<file path="config.mk">
export PLATFORM = sky130hd
export DESIGN_NAME = multicycle_ctrl
export DESIGN_NICKNAME = d
export VERILOG_FILES = /design/src/rtl/multicycle_ctrl.sv
export SDC_FILE = /design/constraint.sdc
export NUM_CORES = 1
export LEC_CHECK = 0
export CAP_MARGIN = 20
export CORE_MARGIN = 4
export CORE_UTILIZATION = 43
export CTS_BUF_LIST = sky130_fd_sc_hd__clkbuf_16
export CTS_CLUSTER_SIZE = 40
export DETAILED_ROUTE_END_ITERATION = 7
export HOLD_SLACK_MARGIN = 0.1
export PLACE_DENSITY_LB_ADDON = 0.2
export SKIP_LAST_GASP = 1
export SLEW_MARGIN = 10
export SYNTH_ARGS = -nofsm -noshare
export SYNTH_HDL_FRONTEND = slang
export SYNTH_SLANG_ARGS = --single-unit
</file>
<file path="constraint.sdc">
create_clock -name clk -period 5.7 [get_ports clk]
set_input_delay 1.14 -clock clk [delete_from_list [all_inputs] [get_ports clk]]
set_output_delay 1.14 -clock clk [all_outputs]
set_load 0.03 [all_outputs]
</file>
<file path="src/rtl/multicycle_ctrl.sv">
// Multi-cycle processor control FSM: sequences fetch/decode/exec/mem/wb,
// drives datapath enables and selects, and owns the single memory port
// handshake with a watchdog that halts the core on a missing mem_ack.
module multicycle_ctrl #(
  parameter int TIMEOUT = 16,
  parameter int CW      = 8
) (
  input  logic       clk,
  input  logic       rst_n,
  input  logic [5:0] opcode,
  input  logic [5:0] funct,
  input  logic       zero,
  input  logic       mem_ack,
  output logic       mem_req,
  output logic       mem_we,
  output logic       iord,
  output logic       pc_write,
  output logic [1:0] pc_src,
  output logic       ir_write,
  output logic       ext_op,
  output logic [1:0] alu_src_b,
  output logic [1:0] alu_op,
  output logic       reg_write,
  output logic       reg_dst,
  output logic       mem_to_reg,
  output logic       illegal,
  output logic       bus_err,
  output logic [2:0] state
);

  typedef enum logic [2:0] {
    S_FETCH  = 3'd0,
    S_DECODE = 3'd1,
    S_EXEC   = 3'd2,
    S_MEM    = 3'd3,
    S_WB     = 3'd4,
    S_HALT   = 3'd7
  } state_t;

  localparam logic [5:0] OP_RTYPE = 6'h00;
  localparam logic [5:0] OP_J     = 6'h02;
  localparam logic [5:0] OP_BEQ   = 6'h04;
  localparam logic [5:0] OP_BNE   = 6'h05;
  localparam logic [5:0] OP_ADDI  = 6'h08;
  localparam logic [5:0] OP_ADDIU = 6'h09;
  localparam logic [5:0] OP_ANDI  = 6'h0C;
  localparam logic [5:0] OP_ORI   = 6'h0D;
  localparam logic [5:0] OP_LW    = 6'h23;
  localparam logic [5:0] OP_SW    = 6'h2B;

  localparam logic [1:0] ALU_ADD   = 2'd0;
  localparam logic [1:0] ALU_SUB   = 2'd1;
  localparam logic [1:0] ALU_FUNCT = 2'd2;
  localparam logic [1:0] ALU_OR    = 2'd3;

  localparam logic [1:0] SRCB_REG  = 2'd0;
  localparam logic [1:0] SRCB_FOUR = 2'd1;
  localparam logic [1:0] SRCB_IMM  = 2'd2;
  localparam logic [1:0] SRCB_IMM4 = 2'd3;

  localparam logic [1:0] PC_SEQ    = 2'd0;
  localparam logic [1:0] PC_BRANCH = 2'd1;
  localparam logic [1:0] PC_JUMP   = 2'd2;

  state_t          state_q, state_d;
  logic [CW-1:0]   cnt_q, cnt_d, cnt_inc;
  logic            illegal_q, illegal_d;
  logic            bus_err_q, bus_err_d;
  logic            wait_st, ack, tmo, supported;

  // The ALU control decodes funct itself; this block only sequences.
  logic unused_funct;
  assign unused_funct = ^funct;

  // Memory is only requested in FETCH/MEM, so acks elsewhere are dropped.
  assign wait_st = (state_q == S_FETCH) || (state_q == S_MEM);
  assign ack     = wait_st && mem_ack;
  assign cnt_inc = cnt_q + 1'b1;
  // A late ack on the final allowed cycle still completes the access.
  assign tmo     = wait_st && !mem_ack && (cnt_inc == CW'(TIMEOUT));

  // Opcodes this controller knows how to sequence.
  always_comb begin
    supported = 1'b0;
    case (opcode)
      OP_RTYPE, OP_J, OP_BEQ, OP_BNE, OP_ADDI, OP_ADDIU,
      OP_ANDI, OP_ORI, OP_LW, OP_SW: supported = 1'b1;
      default:                       supported = 1'b0;
    endcase
  end

  // Next state, watchdog counter and sticky error flags.
  always_comb begin
    state_d   = state_q;
    cnt_d     = '0;
    illegal_d = illegal_q;
    bus_err_d = bus_err_q;
    unique case (state_q)
      S_FETCH: begin
        if (ack) begin
          state_d = S_DECODE;
        end else if (tmo) begin
          state_d   = S_HALT;
          bus_err_d = 1'b1;
        end else begin
          cnt_d = cnt_inc;
        end
      end
      S_DECODE: begin
        if (!supported) begin
          illegal_d = 1'b1;
          state_d   = S_HALT;
        end else if (opcode == OP_J) begin
          state_d = S_FETCH;
        end else begin
          state_d = S_EXEC;
        end
      end
      S_EXEC: begin
        case (opcode)
          OP_RTYPE, OP_ADDI, OP_ADDIU, OP_ANDI, OP_ORI: state_d = S_WB;
          OP_LW, OP_SW:                                 state_d = S_MEM;
          default:                                      state_d = S_FETCH;
        endcase
      end
      S_MEM: begin
        if (ack) begin
          state_d = (opcode == OP_SW) ? S_FETCH : S_WB;
        end else if (tmo) begin
          state_d   = S_HALT;
          bus_err_d = 1'b1;
        end else begin
          cnt_d = cnt_inc;
        end
      end
      S_WB:    state_d = S_FETCH;
      S_HALT:  state_d = S_HALT;
      default: state_d = S_FETCH;
    endcase
  end

  // State, counter and flag registers.
  always_ff @(posedge clk or negedge rst_n) begin
    if (!rst_n) begin
      state_q   <= S_FETCH;
      cnt_q     <= '0;
      illegal_q <= 1'b0;
      bus_err_q <= 1'b0;
    end else begin
      state_q   <= state_d;
      cnt_q     <= cnt_d;
      illegal_q <= illegal_d;
      bus_err_q <= bus_err_d;
    end
  end

  // Datapath controls; forced to idle while reset is held so an in-flight
  // memory request drops without waiting for a clock.
  always_comb begin
    mem_req    = 1'b0;
    mem_we     = 1'b0;
    iord       = 1'b0;
    pc_write   = 1'b0;
    pc_src     = PC_SEQ;
    ir_write   = 1'b0;
    ext_op     = 1'b1;
    alu_src_b  = SRCB_REG;
    alu_op     = ALU_ADD;
    reg_write  = 1'b0;
    reg_dst    = 1'b0;
    mem_to_reg = 1'b0;
    if (rst_n) begin
      unique case (state_q)
        S_FETCH: begin
          mem_req   = 1'b1;
          alu_src_b = SRCB_FOUR;
          if (mem_ack) begin
            ir_write = 1'b1;
            pc_write = 1'b1;
          end
        end
        S_DECODE: begin
          // ALU precomputes PC+4 + (imm<<2) for a possible branch.
          alu_src_b = SRCB_IMM4;
          if (opcode == OP_J) begin
            pc_write = 1'b1;
            pc_src   = PC_JUMP;
          end
        end
        S_EXEC: begin
          case (opcode)
            OP_RTYPE: alu_op = ALU_FUNCT;
            OP_ADDI, OP_ADDIU, OP_LW, OP_SW: alu_src_b = SRCB_IMM;
            OP_ANDI: begin
              alu_src_b = SRCB_IMM;
              ext_op    = 1'b0;
              alu_op    = ALU_FUNCT;
            end
            OP_ORI: begin
              alu_src_b = SRCB_IMM;
              ext_op    = 1'b0;
              alu_op    = ALU_OR;
            end
            OP_BEQ, OP_BNE: begin
              alu_op   = ALU_SUB;
              pc_src   = PC_BRANCH;
              pc_write = zero ^ (opcode == OP_BNE);
            end
            default: ;
          endcase
        end
        S_MEM: begin
          mem_req = 1'b1;
          iord    = 1'b1;
          mem_we  = (opcode == OP_SW);
        end
        S_WB: begin
          reg_write  = 1'b1;
          reg_dst    = (opcode == OP_RTYPE);
          mem_to_reg = (opcode == OP_LW);
        end
        default: ;
      endcase
    end
  end

  assign illegal = illegal_q;
  assign bus_err = bus_err_q;
  assign state   = state_q;

endmodule

</file>
==> impl_results.md <==
- Final HPWL DP: 1.75 mm
- Met1 Usage GRT: 23.7%
- Top Usage Layer GRT: met2
- Worst-Margin Slew: 467 ps
- Vias after detailed routing: 910
- Wire per inst: 14.3 um
- CP Data Arrival Time: 3490 ps
- Slowest-stage cell, CP: clkdlybuf4s50_1
- Top cell type's share of synthesized area: 34.0%
- Syn_area_per_cell: 8.61 sq um
- Final Cell Area: 1340 sq um
- Total CTS buffers: 3
- Hold path cells: 1
- Initial DRC count: 22
- Ports: 36
- Ys async rst share: 100%
- Dpl cells: 163
- Fin crit period: 4630 ps
- Simple-Gate Fraction of Synth Area: 40.1%
- Site Rows: 16
- Compound-cell area share of the yosys netlist: 10.9%
- Yosys warning total: 0
- Antenna-violating nets left: 0
- Critical Path RT: 4560 ps
- Post-Syn Area: 956 sq um
- H-tree levels: 1
- Max Root-Sink Buffers: 2
- Hold Vio Cnt, Final: 0
- CTS Hold Bufs: 0
- Crit Path Class: primary input to primary output
- Met2 GRT Util: 28.5%
- Cell taking the most area after synthesis: dfrtp_1
- Final net count: 159
- Top cells by count, synth: dfrtp_1, nor2_1, nand3_1, a21oi_1, nor3_1
- Origin of the critical flop-to-flop path: state[0]
- Met3 Track Usage GR: 6.17%
- CP Launch Type: primary input
- Sink Count: 13
- Die Ht: 55.2 um
- Initial Util: 46.8%
- FF-to-FF path depth: 5
- Fin crit share: 81.3%
- WHS: 468 ps
- Worst stage delay on the critical path: 690 ps
- Final setup vio count: 0
- Max Cap Viol: 0
- Final Max Slew Viols: 0
- Initial antenna violation count: 0
- Drt via density: 5.45
- Status: complete, no violations
- Clk_lat worst skew: 240 ps
- Worst Setup End Kind: primary output
- Reg-to-Reg End: cnt_q[1]
- Die area: 3040 sq um
- Postcts setup bufs: 0
- Layout cells sized above 1: 7.86%
- GRT overflow: 0
- Setup TNS: 0 ps
- Yosys reg bits: 13
- Area Growth Syn to Fin: 40.1%
- Layout Cells excl Fill: 167
- Seq/Total Area, Yosys: 34.0%
- Mux cell area share after synthesis: 1.05%
- Post-synthesis cell count: 111
- Cell mode on critical path: clkdlybuf4s50_1
- Placed cell areas: 1260 sq um
- Gpl congestion: 0.872
- First-pass GRT wire length: 3.79 mm
- Core area: 2040 sq um
- Xor/xnor share of the synthesized area: 7.33%
- Peak Freq: 0.216 GHz
- Netlist cell types: 40
- Top cells by area, synth: dfrtp_1, nor2_1, xnor2_1
- Routed WL: 2.39 mm
- Critical Path Fanout Max: 4
- Total track usage: 17.8%
- DRC viols: 0
- Pin count of the biggest net entering global routing: 15
- Worst R2R Setup Slack: 3620 ps
- CTS tree: done
- Diode count: 0
- Post-cts sizing count: 0
- Largest family of logic cells by synthesized area: simple AND/OR/NAND/NOR gates
- CP Cell Sequence: clkdlybuf4s50_1, or2_2, or4_4, mux2i_1, nand2b_1, a21oi_1, clkdlybuf4s50_1
- Post-Synthesis Net Count: 129
- Maximum VDD drop: 0.317 mV
- Root buf cell: clkbuf_16
- Adder-Cell Fraction of Synth Area: 2.62%
- Vias in the first global route: 842
- Top FF cell, synth: dfrtp_1
- Setup Skew: 1.54 ps
- HP Start: bus_err
- Initial DRT Pass Iterations: 4
- Die X-Extent: 55.2 um
- Pleak: 0.534 nW
- Worst-path clk slew: 40 ps
- PortBufs: 29
- RSZ-0062 raised after global routing: no
- Worst Hold Class: flip-flop to flip-flop
- Max-slew headroom: 68.6%
- Number of synthesized flops with an enable pin: 0
- Min-Delay Endpoint: bus_err
- Power per standard cell area: 351 nW/um^2
[report_power, final]
group / total (W) / internal, W / switching (W)
logic: 0.000196 / 0.0000847 / 0.000111
clock network: 0.000126 / 0.0000920 / 0.0000341
registers: 0.000147 / 0.000107 / 0.0000401
[per-layer routing]
layer | wire length, um | share of wire, %
met5 | 0 | 0
met4 | 0 | 0
met3 | 152 | 6.4
met2 | 1140 | 48
met1 | 1100 | 46
[logic make-up after synthesis]
logic type      Yosys count
flops                    13
fa+ha+maj                 2
buf+inv                   8
mux                       1
simple gates             64
xor+xnor                  8
compound gates           15
[per-stage QoR]
step                utilization [%]  setup WS, ps  power, W
finish                         65.6          1070  0.000469
global route                   65.6           972  0.000496
CTS                            65.6          1080  0.000472
detailed placement             61.7          1080  0.000342
global placement               61.7          1090  0.000339
floorplan                         -          1910  0.000277
[state kept, by name, summed over array words and instances (netlist names)]
register,flops
state,3
cnt_q,8
bus_err,1
illegal,1
[layout by cell type, fill, tap and decap left out, types with 3 or more instances in the layout]
cell / count
nand2_1: 5
inv_1: 4
nor3_1: 6
nand2b_1: 5
clkbuf_16: 3
xor2_1: 3
xnor2_1: 5
nand3_1: 8
and3_1: 4
clkdlybuf4s50_1: 29
nor4_1: 3
nor2b_1: 3
nor2_1: 13
dfrtp_1: 13
a21oi_1: 6
[layout make-up]
class                   count  area [sq um]
fillers                   175           703
clock buffers               3          75.1
repair buffers             30           298
multi-input cells          90           592
flip-flops and latches     13           325
inverters                   3          11.3
clock inverters             1          3.75
well taps                  27          33.8
[how the worst max path moves through the flow]
stage	startpoint	end	cells after the start
floorplan	opcode[4]	pc_write	5
global placement	opcode[4]	pc_write	7
detailed placement	opcode[4]	pc_write	7
CTS	opcode[4]	pc_write	7
global route	opcode[5]	pc_write	7
finish	opcode[5]	pc_write	7
[critical path, delay by kind of cell]
kind                   cells  cell delay (ps)
and+or+nand+nor            3              910
AOI/OAI and AO/OA          1              130
buffers and inverters      2             1150
muxes                      1              160
(Power assumes the default switching activity.)
